**config.mk**
```make
export PLATFORM = sky130hd
export DESIGN_NAME = byte_operand_fetch
export DESIGN_NICKNAME = d
export VERILOG_FILES = /design/src/rtl/byte_operand_fetch.sv
export SDC_FILE = /design/constraint.sdc
export NUM_CORES = 1
export LEC_CHECK = 0
export ABC_AREA = 1
export CORE_ASPECT_RATIO = 0.75
export CORE_MARGIN = 2
export CORE_UTILIZATION = 47
export CTS_BUF_LIST = sky130_fd_sc_hd__clkbuf_8
export DETAILED_ROUTE_END_ITERATION = 16
export PLACE_DENSITY = 0.78
export SLEW_MARGIN = 20
export SYNTH_ARGS = -nofsm -noshare
export SYNTH_HDL_FRONTEND = slang
export SYNTH_SLANG_ARGS = --single-unit
```
**constraint.sdc**
```tcl
create_clock -name clk -period 1.1 [get_ports clk]
set_input_delay 0.22 -clock clk [delete_from_list [all_inputs] [get_ports clk]]
set_output_delay 0.22 -clock clk [all_outputs]
set_load 0.005 [all_outputs]
```
**src/rtl/byte_operand_fetch.sv**
```systemverilog
// byte_operand_fetch: 4-byte register bank snapshotted onto the byte mux inputs behind a valid/ready stage.
// Define WB_BYPASS_EN to forward a same-edge writeback into the snapshot.
module byte_operand_fetch #(
  parameter int TAG_W = 4,
  parameter int CNT_W = 8,
  parameter logic [7:0] RST_VAL = 8'h00
) (
  input  logic             clk,
  input  logic             rst_n,
  input  logic             wr_en,
  input  logic [1:0]       wr_addr,
  input  logic [7:0]       wr_data,
  input  logic             in_valid,
  output logic             in_ready,
  input  logic [1:0]       in_sel,
  input  logic [TAG_W-1:0] in_tag,
  output logic             out_valid,
  input  logic             out_ready,
  output logic [7:0]       op_i0,
  output logic [7:0]       op_i1,
  output logic [7:0]       op_i2,
  output logic [7:0]       op_i3,
  output logic             s0,
  output logic             s1,
  output logic [TAG_W-1:0] out_tag,
  output logic [CNT_W-1:0] stall_cnt
);
  logic [7:0] bank [4];
  logic [7:0] fwd [4];
  logic accept;
  assign in_ready = !out_valid || out_ready;
  assign accept = in_valid && in_ready;
  always_comb begin
    for (int k = 0; k < 4; k++) begin
`ifdef WB_BYPASS_EN
      fwd[k] = (wr_en && wr_addr == 2'(k)) ? wr_data : bank[k];
`else
      fwd[k] = bank[k];
`endif
    end
  end
  always_ff @(posedge clk or negedge rst_n) begin
    if (!rst_n) begin
      for (int k = 0; k < 4; k++) bank[k] <= RST_VAL;
    end else if (wr_en) begin
      bank[wr_addr] <= wr_data;
    end
  end
  // snapshot fields only load on accept, so X on idle inputs never reaches state
  always_ff @(posedge clk or negedge rst_n) begin
    if (!rst_n) begin
      out_valid <= 1'b0;
      op_i0 <= 8'h00;
      op_i1 <= 8'h00;
      op_i2 <= 8'h00;
      op_i3 <= 8'h00;
      {s1, s0} <= 2'b00;
      out_tag <= '0;
    end else if (accept) begin
      out_valid <= 1'b1;
      op_i0 <= fwd[0];
      op_i1 <= fwd[1];
      op_i2 <= fwd[2];
      op_i3 <= fwd[3];
      {s1, s0} <= in_sel;
      out_tag <= in_tag;
    end else if (out_ready) begin
      out_valid <= 1'b0;
    end
  end
  always_ff @(posedge clk or negedge rst_n) begin
    if (!rst_n) stall_cnt <= '0;
    else if (out_valid && !out_ready && stall_cnt != '1) stall_cnt <= stall_cnt + 1'b1;
  end
endmodule

```
## Word-level counts from Yosys, hierarchy flattened

Cells that the tools add are included.

- Muxes and demuxes: 5
- Add/subtract/negate cells: 1
- Bitwise gates (word level): 1
- Equality and inequality tests: 1
- Order comparisons: 2
- Reduce and logical (&&, ||, !) cells: 8

Operators with widths:

| kind | number |
|---|---|
| 32-bit bitwise mux | 1 |
| 8-bit demux with 2-bit select | 1 |
| 8-bit by 1-bit adder with 8-bit output (second input constant) | 1 |
| 8-bit two-way mux | 1 |
| 8-bit inequality test (second input constant) | 1 |
| 1-bit logical AND | 4 |
| 3-bit >= comparator (second input constant) | 1 |
| 3-bit by 1-bit less-than comparator with 1-bit output (second input constant) | 1 |
| 2-bit inverter with 3-bit output | 1 |
| 1-bit logical NOT | 2 |
| 1-bit two-way mux | 2 |
| 2-bit nonzero test | 1 |
| 1-bit logical OR | 1 |

- Register bits after elaboration: 79
- Input bits: 21
- Output and inout bits: 48

## Depth between registers and ports, before layout

- Word-level depth: 6
- Depth in mapped cells: 8

## Least setup slack after synthesis

Ideal clock, no wire load.

- Path kind: flip-flop to flip-flop
- From: reg stall_cnt[0]
- To: reg stall_cnt[4]
- Clock period less this slack: 1.210 ns
- Path slack: -0.110 ns
- Cell stages (with the launch flop): 9
- Path buffers: 0
- Library setup time: 0.116 ns
- Data arrival time: 1.094 ns
- Data required time: 0.984 ns
- Cell sequence: dfrtp_1 > ha_1 > inv_1 > nor2_4 > nand2_2 > nand2_4 > inv_4 > nand2_1 > nand2_1

- Word-level cells in the longest chain between the ends: 2
- Elaborated cells between the ends (all ways): 3
- Those cells by class: add/sub: 1; eq/ne: 1; reduce/logical: 1

Ends and longest elaborated chain:

| item | line | RTL |
|---|---|---|
| start, declared | 26 | `output logic [CNT_W-1:0] stall_cnt` |
| start signal, assigned | 73 | `else if (out_valid && !out_ready && stall_cnt != '1) stall_cnt <= stall_cnt + 1'b1;` |
| parallel branches: the longest is 2 deep, another holds 8-bit by 1-bit adder with 8-bit output | -- |  |

Several ways; the timed one is not identified.
A chain may end at the register's enable or synchronous reset.

## Worst setup path after layout

- From: reg out_valid
- To: reg s0

- Word-level cells in the longest chain between the ends: 3

Ends and longest elaborated chain:

| item | line | RTL |
|---|---|---|
| start, declared | 17 | `output logic out_valid,` |
| start signal, assigned | 52 | `out_valid <= 1'b0;` |
| start signal, assigned | 60 | `out_valid <= 1'b1;` |
| start signal, assigned | 68 | `out_valid <= 1'b0;` |
| 1-bit logical NOT | 31 | `assign in_ready = !out_valid \|\| out_ready;` |
| 1-bit logical OR | 31 |  |
| 1-bit logical AND | 32 | `assign accept = in_valid && in_ready;` |
| end signal, assigned | 65 | `{s1, s0} <= in_sel;` |
| end, declared | 23 | `output logic s0,` |

No other way between the ends.

==> impl_metrics.yaml <==
status:
  status: "finished with violations"
  failed_checks: "negative setup slack"
layout:
  drive_gt1_frac: 0.4052
  final_nets: 513
  syn_to_final_growth_pct: 51.30
  diodes: 0
  finalInstanceArea_um2: 4897
  fillCellCount: 509
  fin_cells: 580
timing:
  slew_viol_final: 0
  min_period_over_period: 1.169
  rsz0062_at_grt: "yes"
  hold_viol: 0
  worst_pin_slew_ns: 0.4366
  fmax_mhz: 778.0
  fin_worst_skew_ns: 0.009690
  fin_ws_ns: -0.1854
  fin_tns_setup_ns: -6.182
  setup_viol: 57
  finalCriticalPeriod_ns: 1.285
  relSlewSlack: 0.7090
routing:
  initialDrtViolationCount: 134
  wl_per_cell_um: 15.24
  routed_via_density: 5.021
  via_count: 2912
  drc: 0
  routed_wl_um: 8839
  ant_nets: 0
  dr.pass1.iters: 4
placed_design:
  place_hpwl_um: 5121
  postPlaceCellArea_um2: 4131
  dp.cells: 511
  place.gp.congestion: 0.8115
  preCtsSetupSlack_ns: -0.4969
  port_buffers: 68
worst_setup_path:
  cp-start-kind: "register"
  required_ns: 1.36
  regToRegStartpoint: "out_valid$_DFFE_PN0P_"
  critPathCaptureType: "register"
  worst-path-max-fanout: 5
  startpoint: "out_valid$_DFFE_PN0P_"
  path_class: "reg -> reg"
  cp.arrival_ns: 1.54
pwr:
  seqPwrFrac: 0.429
  clock_power_share: 0.267
  ir_drop_mv: 0.9737
  comb_power_share: 0.304
  p_int_uw: 6087
  power_switching_uw: 2572
  p_per_area_nw_per_um2: 1768
  power.share.switching: 0.2970
  leakagePower_uw: 0.002648
clock_tree:
  cts_inserted_buffers: 9
  clk_latency_ns: 0.36
  htree_levels: 3
  path_clk_slew_ns: 0.08
  clock-root-buffer: "clkbuf_8"
  clk_path_buf_depth: 2
  clock_sinks: 79
  cts_tree: "done"
synth:
  syn_area_um2: 3237
  synth_top_area_frac: 0.6107
  synth_area_per_cell_um2: 9.196
  synth_commonest_cells: "141 x nand2_1, 79 x dfrtp_1, 43 x nand3_1"
  synth_seq_cells: 79
  synth-async-reset-ratio: 1.000
  yosys_warnings: 0
  synth_ff_type: "dfrtp_1"
  synth_top_area_cell: "dfrtp_1"
  synth_most_common_cell: "nand2_1"
  synth_seq_area_share: 0.6107
  synth-edff-count: 0
  syn_inst: 352
  syn_nets: 374
  synth.area.top_cells: "dfrtp_1 61%, nand2_1 16%, nand3_1 6.6%"
  synth.lib_cells_used.distinct: 21
floorplan:
  initial_core_util: 0.4807
  fp.dieW_um: 99.83
  coreArea_um2: 6734
  die_h_um: 75.87
  dieArea_um2: 7574
  fp-row-count: 26
  boundaryPins: 69
job:
  cap_violations: 0
global_routing:
  grt_max_degree: 80
  overflow: 0
  antenna_found_initial: 0
  grt_pass1_vias: 2776
  grt_usage: 0.2395
  grt_pass1_wl_um: 13680
min_path:
  min_from: "wr_addr[0]"
  min_path_type: "in -> reg"
-- registers in the layout, indices dropped and copies added, names as in the netlist --
| name | count |
|---|---|
| stall_cnt | 8 |
| op_i0 | 8 |
| op_i2 | 8 |
| out_valid | 1 |
| bank | 32 |
| op_i1 | 8 |
| op_i3 | 8 |
| out_tag | 4 |
| s0 | 1 |
| s1 | 1 |
-- worst max-delay path: stages, from the launching register on --
cell	delay, ns
dfrtp_1	0.39
buf_6	0.12
nand2_4	0.07
buf_8	0.12
nand2_8	0.08
buf_12	0.16
buf_16	0.13
nand2_4	0.06
nand2_2	0.04
-- layer usage --
layer / share of wire / track usage / vias to the layer above / wire length [um]
met5: 0 / 0 / - / 0
li1: - / - / 1403 / -
met4: 0.011 / 0.08371 / 0 / 96
met2: 0.50 / 0.3851 / 99 / 4440
met3: 0.075 / 0.08165 / 11 / 661
met1: 0.41 / 0.3103 / 1399 / 3639
-- cells in the final DEF (no fill, tap or decap), types with 2 or more instances in the layout --
master,instances
buf_12,5
buf_16,3
buf_2,44
buf_4,55
buf_6,11
buf_8,4
clkbuf_8,12
clkdlybuf4s50_1,17
clkinvlp_4,3
dfrtp_1,79
dlymetal6s2s_1,2
inv_1,17
nand2_1,105
nand2_2,32
nand2_4,9
nand2_8,2
nand3_1,43
nor2_1,2
nor2_2,3
nor2_4,2
o21ai_0,18
o21ai_1,8
o21ai_2,8
xnor2_1,2
-- power by group through the flow --
| stage | registers, uW | clock network [uW] | logic [uW] |
|---|---|---|---|
| CTS | 3700 | 2330 | 2320 |
| floorplan | 3820 | 0 | 716 |
| detailed placement | 3810 | 0 | 1940 |
| global route | 3780 | 2470 | 2860 |
| global placement | 3800 | 0 | 1880 |
| finish | 3720 | 2310 | 2630 |
-- cell type report --
class,count,area [um^2],share of cell area
well taps,84,105.1,0.02146
clock inverters,4,52.55,0.01073
repair buffers,143,1230,0.2511
clock buffers,12,165.2,0.03372
inverters,19,78.83,0.01610
multi-input cells,239,1289,0.2632
flip-flops and latches,79,1977,0.4037
-- through the flow --
stage	hold slack [ns]	total power, uW	util
floorplan	-0.07559	4531	-
global placement	0.2753	5674	0.6135
detailed placement	0.2755	5747	0.6135
CTS	0.4120	8352	0.6893
global route	0.4110	9115	0.7272
finish	0.3785	8660	0.7272
-- what timing repair did --
action	in CTS	in global routing
hold endpoints to repair	79	0
pin swaps	9	4
setup endpoints to repair	95	111
cloned	4	1
gates resized for setup	243	38
setup buffers	34	14
hold buffers	1	0
-- path summary, 6_finish.rpt --
| check | slack (ns) | end | cells after the start |
|---|---|---|---|
| worst max-delay path | -0.19 | s0$_DFFE_PN0P_ | 8 |
| worst min-delay path | 0.38 | bank[18]$_DFFE_PN0P_ | 3 |
| worst max register to register | -0.19 | s0$_DFFE_PN0P_ | 8 |
| worst min register to register | 0.47 | op_i1[1]$_DFFE_PN0P_ | 2 |
| max in group asynchronous | 0.34 | op_i1[0]$_DFFE_PN0P_ | 3 |
| min in group asynchronous | 0.39 | op_i3[0]$_DFFE_PN0P_ | 3 |
-- cells by family after synthesis --
family	after synthesis	synth area share
XOR/XNOR	3	0.008119
buffers and inverters	35	0.05411
adder cells (fa/ha/maj)	1	0.003865
AO/OA/AOI/OAI	34	0.06185
AND/OR/NAND/NOR	200	0.2613
flip-flops	79	0.6107
(Power assumes the default switching activity.)
